[src/rtl/sap1_controller.sv]
// SAP-1 control sequencer: six-state T-cycle ring plus HALT, decoding instr[7:4]
// into the bus-enable and load strobes of the SAP-1 datapath.
module sap1_controller (
  input  logic       clk,
  input  logic       rst,
  input  logic       run,
  input  logic [7:0] instr,
  output logic       PcInc,
  output logic       PcOut,
  output logic       MarLoad,
  output logic       RamOut,
  output logic       IrLoad,
  output logic       IrOut,
  output logic       ALoad,
  output logic       AOut,
  output logic       BLoad,
  output logic       OutLoad,
  output logic [1:0] OpSelect,
  output logic       ALUOut,
  output logic [5:0] tstate,
  output logic       halted
);

  typedef enum logic [2:0] {T1, T2, T3, T4, T5, T6, HALT} state_t;
  typedef enum logic [2:0] {BUS_NONE, BUS_PC, BUS_RAM, BUS_IR, BUS_A, BUS_ALU} bus_t;

  typedef struct packed {
    logic       pc_inc;
    logic       mar_load;
    logic       ir_load;
    logic       a_load;
    logic       b_load;
    logic       out_load;
    logic [1:0] op_sel;
  } ctl_t;

  localparam logic [3:0] OP_LDA = 4'h0;
  localparam logic [3:0] OP_ADD = 4'h1;
  localparam logic [3:0] OP_SUB = 4'h2;
  localparam logic [3:0] OP_OR  = 4'h3;
  localparam logic [3:0] OP_AND = 4'h4;
  localparam logic [3:0] OP_OUT = 4'hE;
  localparam logic [3:0] OP_HLT = 4'hF;

  state_t     state;
  bus_t       bus;
  ctl_t       ctl;
  logic [3:0] op;
  logic       is_alu;
  logic       active;
  logic       instr_unused;

  assign op           = instr[7:4];
  assign instr_unused = ^instr[3:0];
  assign is_alu       = (op == OP_ADD) || (op == OP_SUB) || (op == OP_OR) || (op == OP_AND);
  assign active       = run & ~rst;

  always_ff @(posedge clk or posedge rst) begin
    if (rst) state <= T1;
    else if (run) begin
      case (state)
        T1:      state <= T2;
        T2:      state <= T3;
        T3:      state <= T4;
        T4:      state <= (op == OP_HLT) ? HALT : T5;
        T5:      state <= T6;
        T6:      state <= T1;
        default: state <= HALT;
      endcase
    end
  end

  // A single bus-select value per state makes more than one bus driver impossible.
  always_comb begin
    bus = BUS_NONE;
    ctl = '0;
    case (state)
      T1: begin bus = BUS_PC;  ctl.mar_load = 1'b1; end
      T2: ctl.pc_inc = 1'b1;
      T3: begin bus = BUS_RAM; ctl.ir_load  = 1'b1; end
      T4: begin
        if (op == OP_LDA || is_alu) begin bus = BUS_IR; ctl.mar_load = 1'b1; end
        else if (op == OP_OUT)      begin bus = BUS_A;  ctl.out_load = 1'b1; end
      end
      T5: begin
        if (op == OP_LDA)  begin bus = BUS_RAM; ctl.a_load = 1'b1; end
        else if (is_alu)   begin bus = BUS_RAM; ctl.b_load = 1'b1; end
      end
      T6: begin
        if (is_alu) begin
          bus        = BUS_ALU;
          ctl.a_load = 1'b1;
          case (op)
            OP_SUB:  ctl.op_sel = 2'b01;
            OP_OR:   ctl.op_sel = 2'b10;
            OP_AND:  ctl.op_sel = 2'b11;
            default: ctl.op_sel = 2'b00;
          endcase
        end
      end
      default: ;
    endcase
  end

  assign PcOut    = active & (bus == BUS_PC);
  assign RamOut   = active & (bus == BUS_RAM);
  assign IrOut    = active & (bus == BUS_IR);
  assign AOut     = active & (bus == BUS_A);
  assign ALUOut   = active & (bus == BUS_ALU);
  assign PcInc    = active & ctl.pc_inc;
  assign MarLoad  = active & ctl.mar_load;
  assign IrLoad   = active & ctl.ir_load;
  assign ALoad    = active & ctl.a_load;
  assign BLoad    = active & ctl.b_load;
  assign OutLoad  = active & ctl.out_load;
  assign OpSelect = active ? ctl.op_sel : 2'b00;
  assign halted   = (state == HALT);

  always_comb begin
    case (state)
      T1:      tstate = 6'b000001;
      T2:      tstate = 6'b000010;
      T3:      tstate = 6'b000100;
      T4:      tstate = 6'b001000;
      T5:      tstate = 6'b010000;
      T6:      tstate = 6'b100000;
      default: tstate = 6'b000000;
    endcase
  end

endmodule

[config.mk]
export PLATFORM = sky130hd
export DESIGN_NAME = sap1_controller
export DESIGN_NICKNAME = d
export VERILOG_FILES = /design/src/rtl/sap1_controller.sv
export SDC_FILE = /design/constraint.sdc
export NUM_CORES = 1
export LEC_CHECK = 0
export CAP_MARGIN = 30
export CORE_MARGIN = 2
export CORE_UTILIZATION = 32
export CTS_BUF_LIST = sky130_fd_sc_hd__clkbuf_8
export DETAILED_ROUTE_END_ITERATION = 16
export GPL_ROUTABILITY_DRIVEN = 0
export PLACE_DENSITY = 0.72
export SLEW_MARGIN = 30
export SYNTH_ARGS = -nofsm -noshare
export SYNTH_HDL_FRONTEND = slang
export SYNTH_SLANG_ARGS = --single-unit
export TNS_END_PERCENT = 10
[constraint.sdc]
create_clock -name clk -period 2 [get_ports clk]
set_clock_uncertainty 0.1 [all_clocks]
set_input_delay 0.4 -clock clk [delete_from_list [all_inputs] [get_ports clk]]
set_output_delay 0.4 -clock clk [all_outputs]
set_load 0.02 [all_outputs]
# After elaboration in Yosys (flattened, before gate mapping)

Index checks and enable logic that the tools add are counted.

Bits in registers: 3
Latch bits: 0
Memory bits (writable): 0
Bits in read-only memories: 0
Input port bits: 11
Output and inout port bits: 20
Word-level logic and storage cells: 62
Memories: 0

$add $sub $neg: 0
Multipliers: 0
Div/mod/pow operators: 0
Magnitude comparators: 0
Equal/unequal tests: 17
Shift operators: 0
Muxes and demuxes: 25
Bitwise gates (word level): 13
Reductions and logical operators: 6

Operators with widths:

| operator                                                         | count |
|---|---|
| 6-bit one-hot mux with 6 select lines                            | 1 |
| 3-bit one-hot mux with 6 select lines                            | 1 |
| 3-bit == test (second input constant)                            | 5 |
| 3-bit one-hot mux with 5 select lines                            | 1 |
| 1-bit bitwise AND                                                | 12 |
| 3-bit by 2-bit == test with 1-bit output (second input constant) | 4 |
| 2-bit two-way mux                                                | 6 |
| 1-bit two-way mux                                                | 10 |
| 3-bit two-way mux                                                | 3 |
| 4-bit by 2-bit == test with 1-bit output (second input constant) | 2 |
| 4-bit == test (second input constant)                            | 2 |
| 3-bit by 1-bit == test with 1-bit output (second input constant) | 2 |
| 2-bit one-hot mux with 3 select lines                            | 1 |
| 4-bit by 1-bit == test with 1-bit output (second input constant) | 1 |
| 4-bit by 3-bit == test with 1-bit output (second input constant) | 1 |
| 4-bit logical NOT                                                | 1 |
| 1-bit logical OR                                                 | 4 |
| 1-bit one-hot mux with 2 select lines                            | 2 |
| 3-bit logical NOT                                                | 1 |
| 1-bit inverter                                                   | 1 |

# Longest topological paths before layout

Gate-level depths: netlist of run 1.

Word-level depth: 9
Gate-level depth with buffers: 5
Depth with buffers taken out: 4

# Least setup slack after synthesis of run 1

No wires, ideal clock.

Path kind: reg-to-output
From: reg (tool-made name)
To: out IrOut
Arrival: 1.684 ns
Required time: 1.500 ns
Path slack: -0.184 ns
Stages on the path, launching flop included: 5
Buffers on the path: 1
Cell sequence: dfrtp_1 -> buf_2 -> nor3_1 -> or3_4 -> nor3b_2

RTL lines:

| element       | line | RTL |
|---|---|---|
| end, declared | 13   | `output logic IrOut,` |

# Worst setup path in the final report of run 1

From: reg state[1]
To: out RamOut

Longest elaborated chain between the ends: 4
Elaborated cells on any way between the ends: 8
Those cells by class: eq/ne (5); mux (1); bitwise (1); reduce/logical (1)

RTL lines:

| element                                     | line | RTL |
|---|---|---|
| start, declared                             | 45   | `state_t state;` |
| start signal, assigned                      | 65   | `T4: state <= (op == OP_HLT) ? HALT : T5;` |
| 3-bit == test, or another cell as far along | 77   | `case (state)` |
| 3-bit one-hot mux with 5 select lines *     | 77   |  |
| 3-bit by 2-bit == test with 1-bit output *  | 106  | `assign RamOut = active & (bus == BUS_RAM);` |
| 1-bit bitwise AND *                         | 106  |  |
| end, declared                               | 11   | `output logic RamOut,` |

Mark *: on every way between the ends. The rest lies on a longest branch, timed or not.

==> metrics.md, run 1 <==
| Metric | Value |
|---|---|
| Critical path peak fanout | 5 |
| Switching share of power | 41.7% |
| Routed wire length per instance | 12.2 um |
| First-pass GRT wire length | 2.67 mm |
| Port bufs | 26 |
| Min-Delay Path Class | primary input to asynchronous set/reset pin |
| Register bit total from synthesis | 3 |
| Vias per cell | around 5.0 |
| CP Data Arrival Time | roughly 1600 ps |
| Combinational power share | around 70% |
| Antenna-violating nets left | 0 |
| # rows | 13 |
| Post-synth EDFFs | 0 |
| Post-Synthesis Cells | about 70 |
| Max_slew headroom | between 80% and 90% |
| Final WL | 1.67 mm |
| Syn Area/Cell | 6.96 um^2 |
| Remaining global-route overflow | 0 |
| Synth cell count leaders | 10 x nor2_1, 10 x nor3_1, 7 x nand2_1 |
| Tot GR Track Use | 19.2% |
| Worst setup EP type | primary output |
| Setup crit start | state[1]$_DFFE_PP0P_ |
| Hold slack | 364 ps |
| Async SR Flop Fraction | 100% |
| Path depth of the worst reg2reg path | 3 |
| Area growth syn-to-layout | 101% |
| Synth cell types | 32 |
| DP HPWL | 1.29 mm |
| Pre-CTS WS | -993 ps |
| Post-synthesis sequential area ratio | 15.6% |
| Final setup fails | 7 |
| MaxCap Viol Count | 0 |
| Drt initial violations | 6 |
| Die Y | 42.8 um |
| Failing checks | negative setup slack |
| Prevailing post-synth register cell | dfrtp_1 |
| Synthesized cell area | 480 um^2 |
| Final Cell Area | 967 um^2 |
| Initial antenna violation count | 0 |
| Vias in the first global route | around 650 |
| Met3 WL | about 77 um |
| Unrepaired setup endpoints after global routing | yes |
| Io pins | 31 |
| Met1 WL | ~700 um |
| Fill cells | 128 |
| Maximum level of the CTS H-tree | 1 |
| Ranking of synthesized cells by area | dfrtp_1 16%, nor3_1 10%, nor2_1 7.8% |
| Clk Latency, worst-skew pair | 220 ps |
| Yosys top cell area share | between 10% and 20% |
| Initial Utilization | roughly 36% |
| Worst R2R Start | state[0]$_DFFE_PP0P_ |
| Fmax | 476 MHz |
| Pwr dens | 1130 nW/um^2 |
| Period Utilization, post-route | 105% |
| Share of cells above drive strength 1 | 61.5% |
| Clk root buf | clkbuf_8 |
| Post-Synthesis Net Count | 80 |
| Top sig layer | met4 |
| Storage cell area | 77.6 um^2 |
| Fin. Hold Viols | 0 |
| Cell taking the most area after synthesis | dfrtp_1 |
| Max Slew Vio Count | 0 |
| DRC errors left | 0 |
| Die area | between 1500 and 2000 um^2 |
| Status | complete, but fails checks |
| Die W | 42.8 um |
| Post-layout nets | around 130 |
| Psw | 456 uW |
| VDD IR-drop max | 0.000779 V |
| WP data required | ~1500 ps |
| Worst Max-Slew Pin Slew | about 220 ps |
| Area of the multi-input gates | 415 um^2 |
| Total power | ~1.1 mW |
| Placed cell areas | 923 um^2 |
| Crit path launch type | flip-flop |
| Core area | approximately 1400 um^2 |
| Clock Tree Buf Depth | 2 |
| Reg clk slew, reported paths | ~30 ps |
| Clock power frac | 16.0% |
| Via Count | 686 |
| ANT cells | 0 |
| Clock sink count | 3 |
| Metal2 WL | ~870 um |
| Pin count of the biggest net entering global routing | 10 |
| Fin worst setup slack | -103 ps |
| Yosys Warn Count | 0 |
| Cell leakage power | 0.473 nW |
| CTS tree | built |
| Drt pass-1 iters | 4 |
| Power Internal | 638 uW |
| Hold-fix buffers at CTS | 0 |
| Sequential power share | around 14% |
| WS Path Type | flip-flop to primary output |
| Fin util | a little under three quarters |
| TritonCTS buffer count | 3 |
| Final min period | 2100 ps |
-- power by group through the flow --
| stage | sequential (mW) | combinational [mW] | clock [mW] |
|---|---|---|---|
| after CTS | 0.142 | 0.731 | 0.181 |
| final | 0.147 | 0.772 | 0.175 |
| after detailed placement | 0.138 | 0.746 | 0 |
| after floorplan | 0.113 | 0.373 | 0 |
| after global routing | 0.154 | 0.832 | 0.186 |
| after global placement | 0.136 | 0.731 | 0 |
-- timing repair --
item                                   CTS  global route
setup endpoints to repair               20            16
gates resized for setup                 95            17
endpoints found under the hold margin    0             0
setup buffers                            0             3
pin swaps                                8             2
-- logic make-up (layout without fill, tap and decap cells) --
group	Yosys count	count (layout)	synth area share, %
simple gates	46	46	55.5
xor+xnor	1	1	1.82
compound gates	7	7	11.2
flops	3	3	15.6
mux	2	2	4.43
buf+inv	10	63	11.5
-- final cells by class --
type | instances | share of cell area, %
multi-input combinational | 56 | 42.9
timing repair buffer | 56 | 41.3
sequential | 3 | 8.02
clock buffer | 3 | 4.27
tap | 15 | 1.94
inverter | 3 | 1.16
clock inverter | 1 | 0.388
-- final timing paths --
path / to / slack (ps)
setup / recovery: RamOut / -100
hold / removal: state[0]$_DFFE_PP0P_ / 360
setup reg to reg: flip-flop / 760
hold reg to reg: state[0]$_DFFE_PP0P_ / 570
max in group asynchronous: asynchronous set/reset pin / 1330
min in group clk: state[1]$_DFFE_PP0P_ / 530
-- critical path, cell delays in order, from the launching register on --
cell and delay (ps):
dfrtp_1 400, buf_4 170, nand2b_1 100, nor3_2 170, a311oi_1 70, buf_4 150, nor3_1 140, buf_2 190
-- routing by layer --
layer,global-route usage (%),vias to the layer above
li1,-,344
met1,21.2,318
met2,34.8,22
met3,1.70,2
met4,11.3,0
met5,0,-
-- layout by cell type, fill, tap and decap left out, types with 2 or more instances in the layout --
master and count:
nor2_1 9, nor3b_2 2, nand4_1 2, nand2_1 6, clkbuf_8 3, nand3b_1 2
dlygate4sd2_1 3, nand3_1 2, buf_6 2, nor2b_1 2, dfrtp_2 2, buf_4 36
inv_1 4, buf_2 12, clkbuf_2 2, nor3_2 6, nor3_1 4
-- through the flow --
step                instances  setup TNS (ps)
floorplan                  69            -279
global placement          130           -8940
detailed placement        130           -9540
CTS                       134            -592
global route              137           -1140
finish                    137            -530
Note: power is estimated with default switching activity, not from simulation.
==> run 2: changes to the inputs <==
--- a/config.mk
+++ b/config.mk
@@ -11,8 +11,9 @@
 export CTS_BUF_LIST = sky130_fd_sc_hd__clkbuf_8
 export DETAILED_ROUTE_END_ITERATION = 16
 export GPL_ROUTABILITY_DRIVEN = 0
+export MAX_ROUTING_LAYER = met4
 export PLACE_DENSITY = 0.72
-export SLEW_MARGIN = 30
+export SLEW_MARGIN = 20
 export SYNTH_ARGS = -nofsm -noshare
 export SYNTH_HDL_FRONTEND = slang
 export SYNTH_SLANG_ARGS = --single-unit
==> results of run 2 <==
Same layout as run 1: the final DEF is identical, and so are final timing and power.
Main changes from that run: overall routing resource usage 19.2% -> 19.7%
